### src/rtl/riscv_inst_encoder.sv
// riscv_inst_encoder
//   Packs decoded RV32I fields into 32-bit instruction words for the instruction-memory
//   writer. Two-stage valid/ready pipeline:
//     S1 captures the field bundle and range-checks the immediate.
//     S2 holds the packed word (forced to NOP when the check failed).
//   Each word leaves tagged with a byte address from a counter that steps by 4 per
//   output transfer.
//
// Ports
//   clk, reset_n          clock, synchronous active-low reset
//   clear                 reload address counter to BASE_ADDR (pipeline untouched)
//   in_valid / in_ready   input handshake for the field bundle
//   in_opcode .. in_imm   decoded fields; in_imm is signed (byte offset for B/J)
//   out_valid / out_ready output handshake
//   out_inst, out_addr    encoded word and its byte address
//   out_err               word failed its encode check (out_inst is NOP)
//   err_count             saturating count of errored words transferred

module riscv_inst_encoder #(
    parameter int unsigned       ADDR_W    = 16,
    parameter logic [ADDR_W-1:0] BASE_ADDR = '0
) (
    input  logic              clk,
    input  logic              reset_n,
    input  logic              clear,
    input  logic              in_valid,
    output logic              in_ready,
    input  logic [6:0]        in_opcode,
    input  logic [4:0]        in_rd,
    input  logic [4:0]        in_rs1,
    input  logic [4:0]        in_rs2,
    input  logic [2:0]        in_funct3,
    input  logic [6:0]        in_funct7,
    input  logic [31:0]       in_imm,
    output logic              out_valid,
    input  logic              out_ready,
    output logic [31:0]       out_inst,
    output logic [ADDR_W-1:0] out_addr,
    output logic              out_err,
    output logic [7:0]        err_count
);

    localparam logic [6:0]  OP_REG    = 7'b0110011;
    localparam logic [6:0]  OP_IMM    = 7'b0010011;
    localparam logic [6:0]  OP_LOAD   = 7'b0000011;
    localparam logic [6:0]  OP_JALR   = 7'b1100111;
    localparam logic [6:0]  OP_STORE  = 7'b0100011;
    localparam logic [6:0]  OP_BRANCH = 7'b1100011;
    localparam logic [6:0]  OP_LUI    = 7'b0110111;
    localparam logic [6:0]  OP_AUIPC  = 7'b0010111;
    localparam logic [6:0]  OP_JAL    = 7'b1101111;
    localparam logic [31:0] NOP       = 32'h00000013;

    // Stage state
    logic              s1_valid_q;
    logic [6:0]        s1_opcode_q;
    logic [4:0]        s1_rd_q, s1_rs1_q, s1_rs2_q;
    logic [2:0]        s1_funct3_q;
    logic [6:0]        s1_funct7_q;
    logic [31:0]       s1_imm_q;
    logic              s1_err_q;
    logic              s2_valid_q;
    logic [31:0]       s2_inst_q;
    logic              s2_err_q;
    logic [ADDR_W-1:0] addr_q;
    logic [7:0]        err_count_q;

    // Handshake
    logic out_xfer, s1_advance, s1_load;

    always_comb begin
        out_xfer   = s2_valid_q && out_ready;
        s1_advance = s1_valid_q && (!s2_valid_q || out_xfer);
        in_ready   = !s1_valid_q || s1_advance;
        s1_load    = in_valid && in_ready;
    end

    // Immediate range checks on the incoming bundle. A signed value fits in N bits
    // when bits [31:N-1] are all equal.
    logic fits_i, fits_b, fits_j, in_shift, in_err;

    always_comb begin
        fits_i   = (&in_imm[31:11]) || !(|in_imm[31:11]);
        fits_b   = (&in_imm[31:12]) || !(|in_imm[31:12]);
        fits_j   = (&in_imm[31:20]) || !(|in_imm[31:20]);
        in_shift = (in_funct3 == 3'b001) || (in_funct3 == 3'b101);
        in_err   = 1'b1;
        case (in_opcode)
            OP_REG:                     in_err = 1'b0;
            OP_IMM:                     in_err = in_shift ? (|in_imm[31:5]) : !fits_i;
            OP_LOAD, OP_JALR, OP_STORE: in_err = !fits_i;
            OP_BRANCH:                  in_err = !fits_b || in_imm[0];
            OP_LUI, OP_AUIPC:           in_err = |in_imm[11:0];
            OP_JAL:                     in_err = !fits_j || in_imm[0];
            default:                    in_err = 1'b1;
        endcase
    end

    // Pack the S1 bundle into an instruction word
    logic        s1_shift;
    logic [31:0] pack_inst;

    always_comb begin
        s1_shift  = (s1_funct3_q == 3'b001) || (s1_funct3_q == 3'b101);
        pack_inst = NOP;
        if (!s1_err_q) begin
            case (s1_opcode_q)
                OP_REG: pack_inst = {s1_funct7_q, s1_rs2_q, s1_rs1_q, s1_funct3_q, s1_rd_q,
                                     s1_opcode_q};
                OP_IMM: begin
                    if (s1_shift) begin
                        pack_inst = {s1_funct7_q, s1_imm_q[4:0], s1_rs1_q, s1_funct3_q,
                                     s1_rd_q, s1_opcode_q};
                    end else begin
                        pack_inst = {s1_imm_q[11:0], s1_rs1_q, s1_funct3_q, s1_rd_q,
                                     s1_opcode_q};
                    end
                end
                OP_LOAD, OP_JALR: pack_inst = {s1_imm_q[11:0], s1_rs1_q, s1_funct3_q,
                                               s1_rd_q, s1_opcode_q};
                OP_STORE: pack_inst = {s1_imm_q[11:5], s1_rs2_q, s1_rs1_q, s1_funct3_q,
                                       s1_imm_q[4:0], s1_opcode_q};
                OP_BRANCH: pack_inst = {s1_imm_q[12], s1_imm_q[10:5], s1_rs2_q, s1_rs1_q,
                                        s1_funct3_q, s1_imm_q[4:1], s1_imm_q[11],
                                        s1_opcode_q};
                OP_LUI, OP_AUIPC: pack_inst = {s1_imm_q[31:12], s1_rd_q, s1_opcode_q};
                OP_JAL: pack_inst = {s1_imm_q[20], s1_imm_q[10:1], s1_imm_q[11],
                                     s1_imm_q[19:12], s1_rd_q, s1_opcode_q};
                default: pack_inst = NOP;
            endcase
        end
    end

    // S1 field payload: only meaningful while s1_valid_q, so no reset needed
    always_ff @(posedge clk) begin
        if (s1_load) begin
            s1_opcode_q <= in_opcode;
            s1_rd_q     <= in_rd;
            s1_rs1_q    <= in_rs1;
            s1_rs2_q    <= in_rs2;
            s1_funct3_q <= in_funct3;
            s1_funct7_q <= in_funct7;
            s1_imm_q    <= in_imm;
            s1_err_q    <= in_err;
        end
    end

    always_ff @(posedge clk) begin
        if (!reset_n) begin
            s1_valid_q  <= 1'b0;
            s2_valid_q  <= 1'b0;
            s2_inst_q   <= '0;
            s2_err_q    <= 1'b0;
            addr_q      <= BASE_ADDR;
            err_count_q <= '0;
        end else begin
            if (s1_load) begin
                s1_valid_q <= 1'b1;
            end else if (s1_advance) begin
                s1_valid_q <= 1'b0;
            end

            if (s1_advance) begin
                s2_valid_q <= 1'b1;
                s2_inst_q  <= pack_inst;
                s2_err_q   <= s1_err_q;
            end else if (out_xfer) begin
                s2_valid_q <= 1'b0;
            end

            // clear takes priority over the post-transfer increment
            if (clear) begin
                addr_q <= BASE_ADDR;
            end else if (out_xfer) begin
                addr_q <= addr_q + ADDR_W'(4);
            end

            if (out_xfer && s2_err_q && (err_count_q != 8'hFF)) begin
                err_count_q <= err_count_q + 8'd1;
            end
        end
    end

    assign out_valid = s2_valid_q;
    assign out_inst  = s2_inst_q;
    assign out_addr  = addr_q;
    assign out_err   = s2_err_q;
    assign err_count = err_count_q;

endmodule
### config.mk
export PLATFORM = sky130hd
export DESIGN_NAME = riscv_inst_encoder
export DESIGN_NICKNAME = d
export VERILOG_FILES = /design/src/rtl/riscv_inst_encoder.sv
export SDC_FILE = /design/constraint.sdc
export NUM_CORES = 1
export LEC_CHECK = 0
export ABC_AREA = 1
export CORE_ASPECT_RATIO = 1.4
export CORE_UTILIZATION = 43
export CTS_CLUSTER_DIAMETER = 30
export DETAILED_ROUTE_END_ITERATION = 10
export PLACE_DENSITY = 0.79
export SYNTH_ARGS = -nofsm -noshare
export SYNTH_HDL_FRONTEND = slang
export SYNTH_SLANG_ARGS = --single-unit
### constraint.sdc
create_clock -name clk -period 2.81 [get_ports clk]
set_input_delay 0.281 -clock clk [delete_from_list [all_inputs] [get_ports clk]]
set_output_delay 0.281 -clock clk [all_outputs]
set_load 0.02 [all_outputs]
==> metrics.txt, run 1 <==
Fin Setup TNS=0 ns; most frequent cells in the layout=nand2_1 (213), clkdlybuf4s50_1 (125), nor2_1 (84), nand3_1 (77), edfxtp_1 (65); total grt overflow=0; die height=138 µm; WHS=between 0.4 and 0.5 ns; filler cell count=1149; final core occ=~60%; starting density of the core=44.2%; Critical Path Source Type=flip-flop; half-perimeter wire length after placement=10600 µm; setup slack, reg-to-reg=around 0.55 ns; # clock sinks=between 100 and 150; layout cells sized above 1=roughly 6.2%; fin cells=1031; CTS hold repair buffers=0; core area=0.0129 mm²; placed inst area=0.00714 mm²; Crit path arrival time=2.59 ns; Iter 0 DRT Violations=412; Yosys warnings=0; H-Tree Depth=4; Synth top area share=about a third; measured slew at the worst slew-check pin=0.813 ns; cts bufs inserted=17; final slew viol count=0; mean post-synth cell area=slightly above 8 µm²; Netlist cell types=37; Setup CP Type=flip-flop to flip-flop; Clock Latency Late Sink=0.41 ns; initial antenna violation count=0; reg2reg end=out_inst[9]; Worst Clk Skew=0.00735 ns; Routed Antenna Nets=0; endpoints failing hold=0; IO Count=128; HP Class=input port to flip-flop; synthesized area=approximately 0.0057 mm²; commonest non-fill, non-tap cell in the layout=nand2_1; vias in the first global route=4902; drt first pass iters=7; total number of vias=5204; global-route wire length before repair=23500 µm; R2R depth=8; Tot GR Track Use=21.9%; Worst Hold Launch=in_funct3[2]; Reg area=0.00309 mm²; RSZ-0062 raised after global routing=no; Post-CTS Setup Bufs=0; area of the multi-input gates=~0.0023 mm²; placed cell count=999; Area Growth Syn to Fin=35.1%; gpl congestion=0.924; r2r startpoint=s1_opcode_q[3]; DR DRC count=0; number of buffers added on ports=125; DR vias/cell=approximately 5.0; routed wire length=14300 µm; Rows=49; Max-slew headroom=45.6%; Crit. End Element=flip-flop; synth top area cells=edfxtp_1 (34%), dfxtp_1 (20%), nand2_1 (14%); Die W=99.5 µm; maxcap violations=0; status=finished, final reports clean; largest net degree at the start of global routing=66; ant diodes=0; final net count=between 900 and 1000; Max clock buf depth=2; CTS root buffer=clkbuf_16; Tcrit/Tclk final=slightly above 80%; Resized Gates After CTS=0; CTS tree=built; setup violators final=0; WHS Path Cells=1; Seq/Total Area, Yosys=54.1%; Max Freq=442 MHz; Yosys reg bits=roughly 120; hold endpoint=s1_funct3_q[2]; die area=0.0138 mm²; Tmin final=2.26 ns; post-synth top area cell=edfxtp_1; Pleak=between 3 and 4 nW; final instance area=0.00773 mm²; crit-path max FO=27; clock transition at the registers of the reported paths=0.06 ns; Mapped Cells=710; Worst EP required=roughly 3.1 ns; Peak VDD IR=about 340 µV; Routed WL per cell=13.9 µm; Pwr Density=574 mW/mm²
==> through the flow <==
stage | power, mW | setup slack (ns)
after floorplan | 2.15 | 0.349
after global placement | 2.31 | 0.661
after detailed placement | 2.32 | 0.599
after CTS | 4.46 | 0.592
after global routing | 4.57 | 0.295
final | 4.44 | 0.548
==> state kept, by name (all words and copies together), names as in the netlist, 5 cells and up <==
signal	cells
err_count	8
s1_opcode_q	7
s1_funct7_q	7
s1_rs2_q	5
s1_imm_q	32
s1_rs1_q	5
out_inst	32
s1_rd_q	5
out_addr	14
==> layer usage <==
layer / GRT usage [%] / wire [µm]
met1: 25.0 / 5750
met2: 38.3 / 7330
met3: 4.10 / 722
met4: 11.9 / 510
met5: 0 / 0
==> cell usage after synthesis (all sizes together) <==
library cell,n
o21a,2
o211ai,3
nand4,9
conb,1
xnor2,1
or2,1
and3,1
nor4,3
edfxtp,65
nor3,15
inv,59
a31oi,1
nand3,78
o21ai,21
a21oi,60
nor3b,3
nand3b,1
clkbuf,6
and2,1
dfxtp,57
buf,15
nand2,215
a21o,1
nor2,89
ha,2
==> how the worst max path moves through the flow <==
| stage | from | to | slack, ns | cells after the start |
|---|---|---|---|---|
| after floorplan | out_valid | s1_err_q | 0.35 | 3 |
| after global placement | out_ready | out_inst[18] | 0.66 | 9 |
| after detailed placement | out_ready | out_inst[20] | 0.60 | 9 |
| after CTS | s1_opcode_q[3] | out_inst[9] | 0.59 | 8 |
| after global routing | s1_opcode_q[3] | out_inst[9] | 0.29 | 8 |
| final | s1_opcode_q[3] | out_inst[9] | 0.55 | 8 |
==> power by group <==
| group | internal, mW | switching [mW] | leakage (nW) |
|---|---|---|---|
| logic | 0.135 | 0.159 | 1.70 |
| registers | 1.95 | 0.0439 | 1.09 |
| clock network | 1.32 | 0.832 | 0.273 |
==> logic make-up (layout without fill, tap and decap cells) <==
group | count (synthesis) | count (layout) | synth area share, %
other | 1 | 2 | 0.0655
and+or+nand+nor | 416 | 416 | 31.2
xor gates and xnor gates | 1 | 1 | 0.153
AOI/OAI and AO/OA | 88 | 88 | 8.18
DFF | 122 | 122 | 54.1
adders and majority gates | 2 | 2 | 0.437
buffers and inverters | 80 | 222 | 5.95
==> final cells by class <==
class / count / area share, %
multi-input cells: 509 / 29.7
well taps: 178 / 2.88
clock inverters: 15 / 2.14
flip-flops and latches: 122 / 40.0
repair buffers: 131 / 16.9
inverters: 59 / 2.87
clock buffers: 17 / 5.50
==> worst max-delay path, cell delays in order (launching register included) <==
cell and delay [ns]:
edfxtp_1 0.40, nand2_1 0.09, nor2_1 0.63, nand2_1 0.27, nand3_2 0.14, nor2_2 0.07
nor2_8 0.30, nand2_1 0.11, a21oi_1 0.17
(Power assumes the default switching activity.)
==> run 2: changes to the inputs <==
==> constraint.sdc (replaced) <==
create_clock -name clk -period 2.2 [get_ports clk]
set_input_delay 0.22 -clock clk [delete_from_list [all_inputs] [get_ports clk]]
set_output_delay 0.22 -clock clk [all_outputs]
set_load 0.02 [all_outputs]
==> run 2 against run 1 <==
Effect of this change: non-clock buffer count increased by 5; register-to-register slack worse by 0.27 ns; fmax grew 18%; die area stayed put; combinational power rose by 31%.
==> metrics.txt, run 2 (synthesis gave the netlist of run 1 again) <==
status=finished, final reports clean; initial antenna violation count=0; Die W=99.5 µm; Crit path arrival time=2.26 ns; placed cell count=between 1000 and 1500; Worst Clk Skew=between 0.007 and 0.008 ns; vias in the first global route=between 4000 and 5000; crit-path max FO=27; most used cell, CP=nand2_1; total design power=6.02 mW; CTS tree=built; drt first pass iters=6; Rows=just under 50; gpl congestion=around 0.92; routed wire length=between 10000 and 15000 µm; maxcap violations=0; IO Count=between 100 and 150; measured slew at the worst slew-check pin=0.620 ns; Worst Setup SP=s1_opcode_q[3]; Peak VDD IR=523 µV; Pwr Density=765 mW/mm²; core area=~0.013 mm²; r2r startpoint=s1_opcode_q[3]; Pleak=3.13 nW; largest net degree at the start of global routing=37; Area Growth Syn to Fin=37.5%; global-route wire length before repair=23300 µm; Max Freq=around 520 MHz; starting density of the core=44.2%; met3 usage=3.84%; most frequent cells in the layout=nand2_1 (212), clkdlybuf4s50_1 (125), nor2_1 (84), nand3_1 (76), edfxtp_1 (65); Place WS=~0.27 ns; Worst EP required=2.54 ns; number of buffers added on ports=125; final net count=just over 900; critical path cell sequence=inv_1 -> nand2_1 -> nor2_2 -> nand2_1 -> nand3_1 -> nor2_2 -> nor2_8 -> nand2_1 -> a21oi_1; Iter 0 DRT Violations=about 450; Setup CP Type=flip-flop to flip-flop; Fin Setup TNS=0 ns; RSZ-0062 raised after global routing=no; cts bufs inserted=17; Crit. End Element=flip-flop; # clock sinks=122; Worst Slack Setup Final=0.275 ns; Routed Antenna Nets=0; final slew viol count=0; commonest non-fill, non-tap cell in the layout=nand2_1; Worst Hold Launch=in_funct7[2]; setup violators final=0; H-Tree Depth=4; Tcrit/Tclk final=87.5%; Tmin final=1.92 ns; die area=0.0138 mm²; clock transition at the registers of the reported paths=0.06 ns; Max-slew headroom=58.3%; half-perimeter wire length after placement=approximately 11000 µm; CTS hold repair buffers=0; CP max stage cell=edfxtp_1; fin cells=1036; HP Class=input port to flip-flop; layout cells sized above 1=7.11%; DR vias/cell=5.06; Critical Path Source Type=flip-flop; Worst path max stage delay=0.44 ns; total grt overflow=0; M2 GR Usage=38.2%; GR peak layer=met2; Tot GR Track Use=21.7%; CTS root buffer=clkbuf_16; Routed WL per cell=13.9 µm; Clock Latency Late Sink=approximately 0.41 ns; die height=138 µm; DR DRC count=0; endpoints failing hold=0; ant diodes=0; total number of vias=roughly 5200; Max clock buf depth=2; met1 GRT Util=around a quarter
## run 2: worst paths after layout
check	endpoint	slack, ns	cells past startpoint
hold / removal	s1_funct7_q[2]	0.36	1
setup / recovery	out_inst[8]	0.28	9
setup reg to reg	out_inst[8]	0.28	9
hold reg to reg	out_inst[30]	0.46	2
## run 2: final cells by class
class,count,area (µm²)
flip-flops and latches,122,3090
repair buffers,136,1360
clock buffers,21,470
inverters,59,229
clock inverters,11,191
well taps,178,223
fillers,1102,5070
multi-input cells,509,2300
## run 2: what timing repair did
item | in CTS | in global routing
gates resized for setup | 0 | 2
buffers inserted | 0 | 0
endpoints found under the setup margin | 0 | 2
## run 2: per-layer routing
metal | part of all wire [%] | up-vias | wire length, µm
met5 | 0 | - | 0
met3 | 4.4 | 33 | 633
met4 | 3.4 | 0 | 488
met1 | 41 | 2377 | 5940
li1 | - | 2635 | -
met2 | 51 | 199 | 7380
## run 2: where the power goes
| part | internal [mW] | leakage (nW) | total, mW | switching, mW |
|---|---|---|---|---|
| Combinational | 0.179 | 1.72 | 0.385 | 0.207 |
| Sequential | 2.49 | 1.09 | 2.55 | 0.0554 |
| Clock | 2.10 | 0.315 | 3.09 | 0.990 |
| Total | 4.77 | 3.13 | 6.02 | 1.25 |
## run 2: worst max-delay path, delay by kind of cell (launching register included)
family,cells,cell delay (ns)
AOI/OAI and AO/OA,1,0.14
buffers and inverters,1,0.11
and+or+nand+nor,7,1.17
DFF,1,0.44
## run 2: stage by stage
| step | instance area (µm²) | hold slack [ns] | utilization (%) |
|---|---|---|---|
| detailed placement | 7200 | 0.455 | 55.6 |
| floorplan | 5740 | 0.319 | - |
| finish | 7870 | 0.359 | 60.8 |
| global route | 7870 | 0.344 | 60.8 |
| CTS | 7860 | 0.348 | 60.8 |
| global placement | 7200 | 0.451 | 55.6 |
==> run 3: changes to the inputs <==
--- a/config.mk
+++ b/config.mk
@@ -6,6 +6,7 @@
 export NUM_CORES = 1
 export LEC_CHECK = 0
 export ABC_AREA = 1
+export ABC_CLOCK_PERIOD_IN_PS = 2200
 export CORE_ASPECT_RATIO = 1.4
 export CORE_UTILIZATION = 43
 export CTS_CLUSTER_DIAMETER = 30
==> results of run 3 <==
Final layout, timing and power as in run 2 (identical DEF).
==> edit (config.mk and constraints of run 1) <==
Put one more register stage on the output `err_count`. The value now appears one clock later. The other outputs are not delayed to match.
--- a/src/rtl/riscv_inst_encoder.sv
+++ b/src/rtl/riscv_inst_encoder.sv
@@ -185,6 +185,8 @@
     assign out_inst  = s2_inst_q;
     assign out_addr  = addr_q;
     assign out_err   = s2_err_q;
-    assign err_count = err_count_q;
+    always_ff @(posedge clk) begin
+        err_count <= err_count_q;
+    end
 
 endmodule
Check against the original RTL: not equivalent (Yosys sat finds a counterexample within 4 cycles, from zero or initial values and one cycle with reset_n low).
==> edit against run 1 <==
  * Fmax down 4.6%
  * Critical path type unchanged
  * Combinational power down 2%
  * Synthesized area up 1.6%
  * Wire length down 0.86%
  * Final area up 1.4%
  * Sequential cell count up 8
  * Worst setup slack worse by 110 ps
  * Total power up 1.2%
  * Largest power group is now registers
  * Largest cell class unchanged
  * Clock skew up 0.83 ps
==> edit: results (changes against run 1) <==
slowest_stage: "a21oi_4"
wl_met1_mm: 5.68  # -1.2%
synthArstFlopShare: 0  # unchanged
wl_met2_mm: 7.54  # +2.9%
io_buffers: 125  # unchanged
clockBufferDepth: 2  # unchanged
grt_max_degree: 51  # -23%
fillCellCount: 1140  # -0.78%
first_global_vias: 4872  # -0.61%
clk_pin_slew_ps: 60  # about the same
place_area_um2: 7270  # +1.8%
status: "completed"
synth_edf_count: 65  # unchanged
grt_pass1_wl_mm: 22.5  # -4.2%
worstMarginPinSlew_ps: 666  # -148 ps
ys_types: 31  # -16%
synth_area_leaders: "edfxtp_1, dfxtp_1, nand2_1"
synth_cells: 708  # -0.28%
crit_fanout: 26  # -3.7%
comb-power_uw: 288  # -2%
arrival_ps: 2710  # +120 ps
cellInternalPower_uw: 3430  # +0.95%
skew_ps: 8.18  # +0.827 ps
synth_flop_cell: "edfxtp_1"
root_buffer: "clkbuf_16"
power.density_nw_per_um2: 573  # -0.19%
pre_cts_slack_ps: 487  # -113 ps
grt_util_all_layers: 0.206  # -0.0127
viasPerCell: 5.01  # -0.83%
powerSeq_uw: 2100  # +6%
drt_iter0_drc: 328  # -20%
p_leak_uw: 0.00309  # +0.48%
ys_seq_area_frac: 0.560  # +0.0193
peakVddDrop_v: 0.000347  # +2.7%
slowest_delay_ps: 580  # -50 ps
numCtsBuffers: 17  # unchanged
fin_cells: 1033  # +0.19%
drive_above_1_share: 0.0667  # +0.00453
drt-pass1-iter-count: 5  # -2
hp-class: "flop to flop"
final_nets: 913  # +0.22%
dp_hpwl_mm: 10.6  # +0.13%
synth_common_cells: "nand2_1, nor2_1, nand3_1"
cts_htree_levels: 4  # unchanged
clkLatencyLatePin_ps: 410  # about the same
gp_congestion: 0.906  # -2.0%
met3_length_um: 663  # -8.2%
wl_mm: 14.2  # -0.86%
yosys_warnings: 0  # unchanged
[edit: layout make-up]
type	count	area, um^2	share of cell area
timing repair buffer	134	1330	0.170
multi-input combinational	498	2230	0.285
sequential	130	3250	0.415
clock buffer	17	425	0.0543
tap	178	223	0.0284
inverter	61	229	0.0292
clock inverter	15	148	0.0188
[edit: routing by layer]
metal,GRT usage,vias up
met5,0,-
met4,0.0892,0
met3,0.0397,21
met2,0.372,174
met1,0.233,2347
li1,-,2629
[edit: final timing paths]
check	endpoint	startpoint	cells past startpoint	slack (ps)
max reg2reg	out_inst[15]	s1_opcode_q[3]	9	440
max	out_inst[15]	s1_opcode_q[3]	9	440
min reg2reg	err_count[2]	err_count_q[2]	0	360
min	err_count[2]	err_count_q[2]	0	360
[edit: logic make-up after synthesis]
group	synth area share
compound gates	0.0812
xor+xnor	0.00151
fa+ha+maj	0.00431
buf+inv	0.0568
flops	0.560
other cells	0.000645
simple gates	0.296
